## src/rtl/writeback_stage_if.sv

```systemverilog
// Handshake and data bundle between the memory stage, data memory and register-file write port.
interface writeback_stage_if;
    logic        MEM_valid;
    logic        MEM_ready;
    logic [4:0]  MEM_rd_sel;
    logic        MEM_rd_wr;
    logic [1:0]  MEM_wb_src;
    logic [31:0] MEM_alu_val;
    logic [31:0] MEM_pc4_val;
    logic [2:0]  MEM_funct3;
    logic [1:0]  MEM_addr_lo;
    logic        DMEM_rsp_valid;
    logic [31:0] DMEM_rsp_data;
    logic        WB_wr_en;
    logic [4:0]  WB_rd_sel;
    logic [31:0] WB_rd_val;
    logic        WB_load_err;

    modport master (
        output MEM_valid, MEM_rd_sel, MEM_rd_wr, MEM_wb_src, MEM_alu_val, MEM_pc4_val,
               MEM_funct3, MEM_addr_lo, DMEM_rsp_valid, DMEM_rsp_data,
        input  MEM_ready, WB_wr_en, WB_rd_sel, WB_rd_val, WB_load_err
    );

    modport slave (
        input  MEM_valid, MEM_rd_sel, MEM_rd_wr, MEM_wb_src, MEM_alu_val, MEM_pc4_val,
               MEM_funct3, MEM_addr_lo, DMEM_rsp_valid, DMEM_rsp_data,
        output MEM_ready, WB_wr_en, WB_rd_sel, WB_rd_val, WB_load_err
    );
endinterface

```

## src/rtl/writeback_stage.sv

```systemverilog
// Writeback stage: selects ALU / PC+4 / load data, waits for data memory with a timeout,
// and drives a registered register-file write port.
//
// state     | meaning
// IDLE      | ready; non-loads retire in one cycle, a load moves to WAIT_LOAD
// WAIT_LOAD | load captured, waiting for DMEM response or timeout
module writeback_stage #(
    parameter int LOAD_TIMEOUT_CYC = 16
) (
    input  logic               clk,
    input  logic               rst_n,
    writeback_stage_if.slave   bus
);

    localparam int CW = (LOAD_TIMEOUT_CYC > 1) ? $clog2(LOAD_TIMEOUT_CYC) : 1;
    localparam logic [CW-1:0] CNT_LAST = CW'(LOAD_TIMEOUT_CYC - 1);

    typedef enum logic {IDLE, WAIT_LOAD} state_t;

    state_t        state_q, state_d;
    logic [CW-1:0] cnt_q, cnt_d;
    logic [4:0]    ld_rd_q, ld_rd_d;
    logic          ld_wr_q, ld_wr_d;
    logic [2:0]    ld_f3_q, ld_f3_d;
    logic [1:0]    ld_addr_q, ld_addr_d;
    logic          wr_en_q, wr_en_d;
    logic [4:0]    rd_sel_q, rd_sel_d;
    logic [31:0]   rd_val_q, rd_val_d;
    logic          err_q, err_d;

    logic          f3_legal;
    logic [31:0]   ld_val;
    logic [7:0]    ld_byte;
    logic [15:0]   ld_half;

    always_comb begin
        ld_byte = bus.DMEM_rsp_data[8*ld_addr_q +: 8];
        ld_half = ld_addr_q[1] ? bus.DMEM_rsp_data[31:16] : bus.DMEM_rsp_data[15:0];
        f3_legal = 1'b1;
        ld_val   = '0;
        case (ld_f3_q)
            3'b000:  ld_val = {{24{ld_byte[7]}}, ld_byte};
            3'b100:  ld_val = {24'h0, ld_byte};
            3'b001:  ld_val = {{16{ld_half[15]}}, ld_half};
            3'b101:  ld_val = {16'h0, ld_half};
            3'b010:  ld_val = bus.DMEM_rsp_data;
            default: f3_legal = 1'b0;
        endcase
    end

    // Write index/data only move when the strobe fires; otherwise they hold.
    always_comb begin
        state_d   = state_q;
        cnt_d     = cnt_q;
        ld_rd_d   = ld_rd_q;
        ld_wr_d   = ld_wr_q;
        ld_f3_d   = ld_f3_q;
        ld_addr_d = ld_addr_q;
        wr_en_d   = 1'b0;
        rd_sel_d  = rd_sel_q;
        rd_val_d  = rd_val_q;
        err_d     = 1'b0;
        case (state_q)
            IDLE: begin
                if (bus.MEM_valid) begin
                    case (bus.MEM_wb_src)
                        2'b00: begin
                            if (bus.MEM_rd_wr && (bus.MEM_rd_sel != 5'd0)) begin
                                wr_en_d  = 1'b1;
                                rd_sel_d = bus.MEM_rd_sel;
                                rd_val_d = bus.MEM_alu_val;
                            end
                        end
                        2'b10: begin
                            if (bus.MEM_rd_wr && (bus.MEM_rd_sel != 5'd0)) begin
                                wr_en_d  = 1'b1;
                                rd_sel_d = bus.MEM_rd_sel;
                                rd_val_d = bus.MEM_pc4_val;
                            end
                        end
                        2'b01: begin
                            ld_rd_d   = bus.MEM_rd_sel;
                            ld_wr_d   = bus.MEM_rd_wr;
                            ld_f3_d   = bus.MEM_funct3;
                            ld_addr_d = bus.MEM_addr_lo;
                            cnt_d     = '0;
                            state_d   = WAIT_LOAD;
                        end
                        default: ;
                    endcase
                end
            end
            WAIT_LOAD: begin
                if (bus.DMEM_rsp_valid) begin
                    state_d = IDLE;
                    if (!f3_legal) begin
                        err_d = 1'b1;
                    end else if (ld_wr_q && (ld_rd_q != 5'd0)) begin
                        wr_en_d  = 1'b1;
                        rd_sel_d = ld_rd_q;
                        rd_val_d = ld_val;
                    end
                end else if (cnt_q == CNT_LAST) begin
                    state_d = IDLE;
                    err_d   = 1'b1;
                end else begin
                    cnt_d = cnt_q + CW'(1);
                end
            end
            default: state_d = IDLE;
        endcase
    end

    always_ff @(posedge clk or negedge rst_n) begin
        if (!rst_n) begin
            state_q   <= IDLE;
            cnt_q     <= '0;
            ld_rd_q   <= '0;
            ld_wr_q   <= 1'b0;
            ld_f3_q   <= '0;
            ld_addr_q <= '0;
            wr_en_q   <= 1'b0;
            rd_sel_q  <= '0;
            rd_val_q  <= '0;
            err_q     <= 1'b0;
        end else begin
            state_q   <= state_d;
            cnt_q     <= cnt_d;
            ld_rd_q   <= ld_rd_d;
            ld_wr_q   <= ld_wr_d;
            ld_f3_q   <= ld_f3_d;
            ld_addr_q <= ld_addr_d;
            wr_en_q   <= wr_en_d;
            rd_sel_q  <= rd_sel_d;
            rd_val_q  <= rd_val_d;
            err_q     <= err_d;
        end
    end

    assign bus.MEM_ready   = (state_q == IDLE);
    assign bus.WB_wr_en    = wr_en_q;
    assign bus.WB_rd_sel   = rd_sel_q;
    assign bus.WB_rd_val   = rd_val_q;
    assign bus.WB_load_err = err_q;

endmodule

```

## src/flat_wrapper.sv

```systemverilog
// flat-port wrapper written by rule: the top's interface ports become plain ports
module writeback_stage_flat 
#(
    parameter int LOAD_TIMEOUT_CYC = 16
)
  (clk, rst_n, bus_MEM_valid, bus_MEM_rd_sel, bus_MEM_rd_wr, bus_MEM_wb_src, bus_MEM_alu_val, bus_MEM_pc4_val, bus_MEM_funct3, bus_MEM_addr_lo, bus_DMEM_rsp_valid, bus_DMEM_rsp_data, bus_MEM_ready, bus_WB_wr_en, bus_WB_rd_sel, bus_WB_rd_val, bus_WB_load_err);
  writeback_stage_if bus_i ();
  input  logic clk;
  input  logic rst_n;
  input wire logic [$bits(bus_i.MEM_valid)-1:0] bus_MEM_valid;
  input wire logic [$bits(bus_i.MEM_rd_sel)-1:0] bus_MEM_rd_sel;
  input wire logic [$bits(bus_i.MEM_rd_wr)-1:0] bus_MEM_rd_wr;
  input wire logic [$bits(bus_i.MEM_wb_src)-1:0] bus_MEM_wb_src;
  input wire logic [$bits(bus_i.MEM_alu_val)-1:0] bus_MEM_alu_val;
  input wire logic [$bits(bus_i.MEM_pc4_val)-1:0] bus_MEM_pc4_val;
  input wire logic [$bits(bus_i.MEM_funct3)-1:0] bus_MEM_funct3;
  input wire logic [$bits(bus_i.MEM_addr_lo)-1:0] bus_MEM_addr_lo;
  input wire logic [$bits(bus_i.DMEM_rsp_valid)-1:0] bus_DMEM_rsp_valid;
  input wire logic [$bits(bus_i.DMEM_rsp_data)-1:0] bus_DMEM_rsp_data;
  output wire logic [$bits(bus_i.MEM_ready)-1:0] bus_MEM_ready;
  output wire logic [$bits(bus_i.WB_wr_en)-1:0] bus_WB_wr_en;
  output wire logic [$bits(bus_i.WB_rd_sel)-1:0] bus_WB_rd_sel;
  output wire logic [$bits(bus_i.WB_rd_val)-1:0] bus_WB_rd_val;
  output wire logic [$bits(bus_i.WB_load_err)-1:0] bus_WB_load_err;
  assign bus_i.MEM_valid = bus_MEM_valid;
  assign bus_i.MEM_rd_sel = bus_MEM_rd_sel;
  assign bus_i.MEM_rd_wr = bus_MEM_rd_wr;
  assign bus_i.MEM_wb_src = bus_MEM_wb_src;
  assign bus_i.MEM_alu_val = bus_MEM_alu_val;
  assign bus_i.MEM_pc4_val = bus_MEM_pc4_val;
  assign bus_i.MEM_funct3 = bus_MEM_funct3;
  assign bus_i.MEM_addr_lo = bus_MEM_addr_lo;
  assign bus_i.DMEM_rsp_valid = bus_DMEM_rsp_valid;
  assign bus_i.DMEM_rsp_data = bus_DMEM_rsp_data;
  assign bus_MEM_ready = bus_i.MEM_ready;
  assign bus_WB_wr_en = bus_i.WB_wr_en;
  assign bus_WB_rd_sel = bus_i.WB_rd_sel;
  assign bus_WB_rd_val = bus_i.WB_rd_val;
  assign bus_WB_load_err = bus_i.WB_load_err;
  writeback_stage #(.LOAD_TIMEOUT_CYC(LOAD_TIMEOUT_CYC)) u_core (.clk(clk), .rst_n(rst_n), .bus(bus_i));
endmodule
```

## config.mk

```make
export PLATFORM = sky130hd
export DESIGN_NAME = writeback_stage_flat
export DESIGN_NICKNAME = d
export VERILOG_FILES = /design/src/rtl/writeback_stage_if.sv /design/src/rtl/writeback_stage.sv /design/src/flat_wrapper.sv
export SDC_FILE = /design/constraint.sdc
export NUM_CORES = 1
export LEC_CHECK = 0
export ABC_AREA = 0
export CAP_MARGIN = 25
export CORE_MARGIN = 2
export CORE_UTILIZATION = 42
export CTS_CLUSTER_DIAMETER = 60
export DETAILED_ROUTE_END_ITERATION = 10
export GPL_ROUTABILITY_DRIVEN = 0
export PLACE_DENSITY = 0.91
export SYNTH_ARGS = -nofsm -noshare
export SYNTH_HDL_FRONTEND = slang
export SYNTH_SLANG_ARGS = --single-unit
export TNS_END_PERCENT = 10
```

## constraint.sdc

```tcl
create_clock -name clk -period 2 [get_ports clk]
set_input_delay 0.4 -clock clk [delete_from_list [all_inputs] [get_ports clk]]
set_output_delay 0.4 -clock clk [all_outputs]
set_load 0.005 [all_outputs]
```

After elaboration in Yosys (flattened, before gate mapping):

Index checks and enable logic that the tools add are counted.

* register bits after elaboration: 55
* word-level logic and storage cells: 83

* $add $sub $neg: 1
* equal/unequal tests: 19
* shift-type cells: 1
* multiplexer cells: 39
* bitwise logic cells: 1
* reduce and logical (&&, ||, !) cells: 12

Operator list (count)
* 32-bit 2-to-1 mux: 6
* 32-bit one-hot mux with 5 select lines: 1
* 32-bit one-hot mux with 2 select lines: 2
* 32-bit by 6-bit indexed part select with 8-bit output: 1
* 5-bit 2-to-1 mux: 6
* 16-bit 2-to-1 mux: 1
* 4-bit 2-to-1 mux: 4
* 1-bit 2-to-1 mux: 15
* 2-bit inequality test, second input constant: 7
* 5-bit one-hot mux with 2 select lines: 1
* 5-bit nonzero test: 2
* 4-bit one-hot mux with 2 select lines: 1
* 7-bit AND reduction: 1
* 3-bit equality test, second input constant: 2
* 3-bit by 2-bit inequality test with 1-bit output, second input constant: 2
* 6-bit AND reduction: 1
* 5-bit OR reduction: 1
* 4-bit by 1-bit adder with 4-bit output, second input constant: 1
* 4-bit equality test, second input constant: 1
* 2-bit by 1-bit inequality test with 1-bit output, second input constant: 2
* 1-bit one-hot mux with 2 select lines: 2
* 4-bit AND reduction: 1
* 3-bit by 1-bit equality test with 1-bit output, second input constant: 1
* 3-bit by 2-bit equality test with 1-bit output, second input constant: 1
* 9 further kinds: 10

Logic depth before layout (Yosys ltp):

* depth after elaboration: 6
* gate-level depth with buffers: 8
* depth with buffers taken out: 6

Least setup slack after synthesis:

OpenSTA, ideal clock, no wires.

* path type: input to register
* start point: in bus_MEM_rd_sel[2]
* end point: reg u_core.rd_val_q[0], in the netlist u_core.bus.WB_rd_val[0]
* library setup time: 0.119 ns
* arrival: 1.541 ns
* path slack: 0.340 ns
* cell stages on the path: 6
* path through: or4_1 > o21ai_1 > o21ai_1 > buf_6 > buf_6 > o21a_1

* longest elaborated chain between the ends: 4
* elaborated cells between the ends (all ways): 5

RTL lines
* from (decl): RTL line flat_wrapper.sv:11 `input wire logic [$bits(bus_i.MEM_rd_sel)-1:0] bus_MEM_rd_sel;`
* 5-bit nonzero test *: RTL line writeback_stage.sv:68, writeback_stage.sv:75
* 1-bit logical AND *: RTL line writeback_stage.sv:68, writeback_stage.sv:75
* 3-bit by 2-bit inequality test with 1-bit output (no line)
* 7-bit AND reduction (no line) *
* to (signal assigned): RTL line writeback_stage.sv:135 `rd_val_q <= rd_val_d;`
* to (decl): RTL line writeback_stage.sv:28 `logic [31:0] rd_val_q, rd_val_d;`

Every way passes the cells marked *; elsewhere a longest branch is shown, timed or not.
A chain may end at the register's enable or synchronous reset.

Worst setup path in the final report:

* start point: in bus_MEM_rd_sel[1]
* end point: reg u_core.rd_val_q[12], in the netlist u_core.bus.WB_rd_val[12]

The elaborated chain is that of the path after synthesis.

==> impl.org <==
** Outcome
- The flow ran to the end, and the final reports show no timing, DRC or antenna violations.

** CTS
- Once the clock tree was built, the setup fixing pass inserted 0 buffers.
- Clock-pin slew was measured on the worst setup and hold paths at 0.09 ns.
- Clock tree from TritonCTS :: done
- CTS placed an instance of clkbuf_8 at the clock tree root.
- Cts bufs inserted :: 5
- Clock latency on the worst-skew pair :: approximately 0.32 ns
- Number of sinks on the clock net :: 55
- H-tree levels :: 2
- No sink is reached through more buffers than the 2 on the longest clock path.

** Worst setup path
- Worst flop-to-flop path endpoint :: u_core.bus.WB_rd_val[2]
- Type of destination of the critical path :: flip-flop
- R2R cell count :: 5
- STA puts the critical path data arrival time at 2.19 ns.
- Library cell contributing the largest single delay on the critical path :: or4_1
- Of all nets on the critical path, the largest fanout is 42.
- Counting buffers and inverters, the worst setup path is 7 cells deep.
- STA classifies the critical path startpoint as an input pin.
- On the worst path, the slowest cell contributes a delay of 0.56 ns.
- Req. time, crit path :: 2.25 ns
- Count of buffer and inverter cells on the critical path :: 2
- On the critical path the largest part of the delay comes from buffers and inverters.
- Worst flop-to-flop path startpoint :: u_core.ld_f3_q[1]
- The critical path in this run is classified as in -> reg.
- For flop-to-flop paths, the worst setup slack is 0.07 ns.
- Walking the worst path, the cells encountered are clkdlybuf4s50_1 -> or4_1 -> o21ai_2 -> o21ai_4 -> buf_12 -> o21ai_0 -> o22a_1.

** STA
- For the pin with the worst max-slew slack, the measured transition is 0.573 ns.
- The smallest clock period supported by the final layout is computed as 1.93 ns.
- The number of pins exceeding their max-slew limit in the final report is 0.
- The count of final hold-check violations is 0.
- In this run the tightest slew margin relative to its limit is 61.7%.
- Setup total negative slack on the finished layout was measured at 0 ns.
- Final worst clock skew :: 0.00959 ns
- Setup violations remaining at the end of the flow were counted as 0.
- The worst path uses 96.7% of the clock period.
- Peak Freq :: 517 MHz

** Floorplan
- Die area :: 0.00872 sq mm
- In this run the horizontal extent of the chip is 93.4 um.
- 153 I/O pins were placed.
- Core Area :: 0.00773 sq mm
- Starting Density :: between 40% and 50%
- The die is 93.4 um tall.
- Row generation in the floorplan step produced 32 rows.

** Place
- Summed over all nets, the half-perimeter wirelength after detailed placement is 8250 um.
- In this run the tool buffered the top-level ports with 152 buffer cells.

** Layout
- The post-route netlist has 12.3% of its cells at a drive strength greater than 1.
- Fillers :: 597
- Post-synthesis to final-layout area growth :: 56.4%
- Total area of sequential cells :: 0.00138 sq mm
- Number of antenna cells inserted :: 0
- In the final layout, the multi-input gates occupy 0.00182 sq mm.
- Fin nets :: 643

** Global route
- Antenna violations before repair :: 0
- The first global-routing pass estimated 16,800 um of wire.
- Maximum number of pins on one net before global-route repair :: 56
- Vias in the first global route :: 3,412
- Across every metal layer, demand over resource in global routing totals 24.7%.
- Global route total overflow :: 0

** Synth
- Top cells by count, synth :: nand2_1, dfrtp_1, nor2_1, o21ai_0, mux2i_1
- Flop and latch count out of synthesis :: 55
- Commonest register cell after synthesis :: dfrtp_1
- The number of nets handed over by synthesis was 487.
- For this run, the number of Yosys warnings is 0.
- Post-synthesis sequential area ratio :: 41.0%
- Averaged over all synthesized cells, the footprint is 9.00 sq um.
- Fraction of registers with async set/reset :: 100%
- Post-synth top area cell :: dfrtp_1
- Library cell with the highest instance count after synthesis :: nand2_1
- Summed over its instances, the top area cell type makes up 41.0% of the synthesized netlist area.
- Synth unique cells :: 42
- The cell area that synthesis handed to floorplanning was 0.00336 sq mm.
- Cell count after synthesis :: 373
- Largest cells by area after synthesis :: dfrtp_1, nand2_1, mux2i_1
- Number of synthesized flops with an enable pin :: 0

** Route
- Number of design rule violations left after detail routing :: 0
- Initial DRT Pass Iterations :: 5
- Wire length after detailed routing :: ~11,000 um
- The first routing iteration left roughly 260 violations.
- Using the TritonRoute via totals, the vias-per-cell ratio works out to about 5.5.
- Average routed wire per standard cell :: 17.2 um
- Across all layers, the routed design uses 3,461 vias.
- The count of nets left with antenna violations once routing finished came out at 0.

** Pwr
- Static power due to leakage :: 2.12 nW
- After layout, the design draws a total of between 4 and 5 mW.
- For this design the ratio of total power to cell area is around 840 mW/mm^2.
- VDD sags by at most 0.456 mV.

** Run
- The tool flagged a number of max-cap violations equal to 0.

** Worst hold path
- The path class of the tightest hold or removal check is in -> async.
## through the flow
stage	instances	hold slack, ns	setup WS, ns	utilization [%]	area (sq um)
floorplan	373	0.104	0.340	-	3360
global placement	624	0.416	-0.232	65.9	5090
detailed placement	624	0.420	-0.316	65.9	5090
CTS	632	0.0847	0.0155	67.7	5230
global route	632	0.0840	-0.0331	68.0	5250
finish	632	0.0697	0.0658	68.0	5250
## where the power goes
part / leakage (nW) / switching, mW / internal [mW]
clock network: 0.0644 / 0.376 / 0.499
logic: 1.42 / 0.716 / 1.11
registers: 0.636 / 0.246 / 1.44
## worst max path at each step
| stage | startpoint | to | slack (ns) |
|---|---|---|---|
| after floorplan | bus_MEM_rd_sel[2] | u_core.bus.WB_rd_val[0] | 0.34 |
| after global placement | bus_MEM_rd_sel[2] | u_core.bus.WB_rd_val[18] | -0.23 |
| after detailed placement | bus_MEM_rd_sel[1] | u_core.bus.WB_rd_val[19] | -0.32 |
| after CTS | bus_MEM_rd_sel[1] | u_core.bus.WB_rd_val[19] | 0.02 |
| after global routing | u_core.ld_f3_q[0] | u_core.bus.WB_rd_val[1] | -0.03 |
| final | bus_MEM_rd_sel[1] | u_core.bus.WB_rd_val[12] | 0.07 |
## worst reg2reg max path, stage by stage, from the launching register on
cell and delay (ns):
dfrtp_1 0.58, nor2_1 0.15, and2_0 0.34, a222oi_1 0.46, o221ai_1 0.17, o21a_1 0.13
## sequential cells by signal, summed over array words and instances (netlist names)
signal                  flops
u_core.bus.WB_load_err      1
u_core.bus.WB_rd_sel        5
u_core.bus.WB_rd_val       32
u_core.bus.WB_wr_en         1
u_core.cnt_q                4
u_core.ld_addr_q            2
u_core.ld_f3_q              3
u_core.ld_rd_q              5
u_core.ld_wr_q              1
u_core.state_q              1
## logic make-up after synthesis
kind of cell | synth area share [%]
AND/OR/NAND/NOR | 19.2
AO/OA/AOI/OAI | 20.5
flip-flops | 41.0
multiplexers | 13.3
buffers and inverters | 5.70
adder cells (fa/ha/maj) | 0.373
## cells in the final DEF (no fill, tap or decap), drive strengths merged
cell type      instances
ha                     1
nand2b                 1
nor4bb                 2
nand3b                 1
o21ai                 32
o22a                   9
mux2                  18
clkdlybuf4s50        151
buf                   27
a211oi                 1
or3                    1
bufinv                 2
mux2i                 22
dfrtp                 55
nor2                  28
and3b                  1
clkinvlp               1
nand2                 72
a222oi                 7
and2                  17
nor3b                  3
clkbuf                 5
inv                    5
a21oi                 14
or2                    2
o221ai                 7
and4bb                 1
a31oi                 19
mux4                   1
or4                    2
o21a                   7
o21bai                 1
a22oi                  7
nor2b                  2
nand4                  1
nand3                  4
## per-layer routing
layer	vias up	share of wire [%]	wire length (um)	global-route usage, %
met5	-	0	0	0
met4	0	2.7	298	8.21
met3	24	8.1	883	6.12
met2	147	49	5370	42.7
met1	1640	40	4320	30.0
li1	1650	-	-	-
## timing repair
| item | in CTS | in global routing |
|---|---|---|
| resized for setup | 0 | 5 |
| setup endpoints to repair | 0 | 33 |
| hold buffers | 0 | 0 |
## layout make-up
type / instances / share of cell area, %
flip-flops and latches: 55 / 26.2
repair buffers: 178 / 33.7
well taps: 102 / 2.43
clock inverters: 3 / 1.29
clock buffers: 5 / 1.31
multi-input cells: 284 / 34.7
inverters: 5 / 0.357
Power figures use the tool's default switching activity.
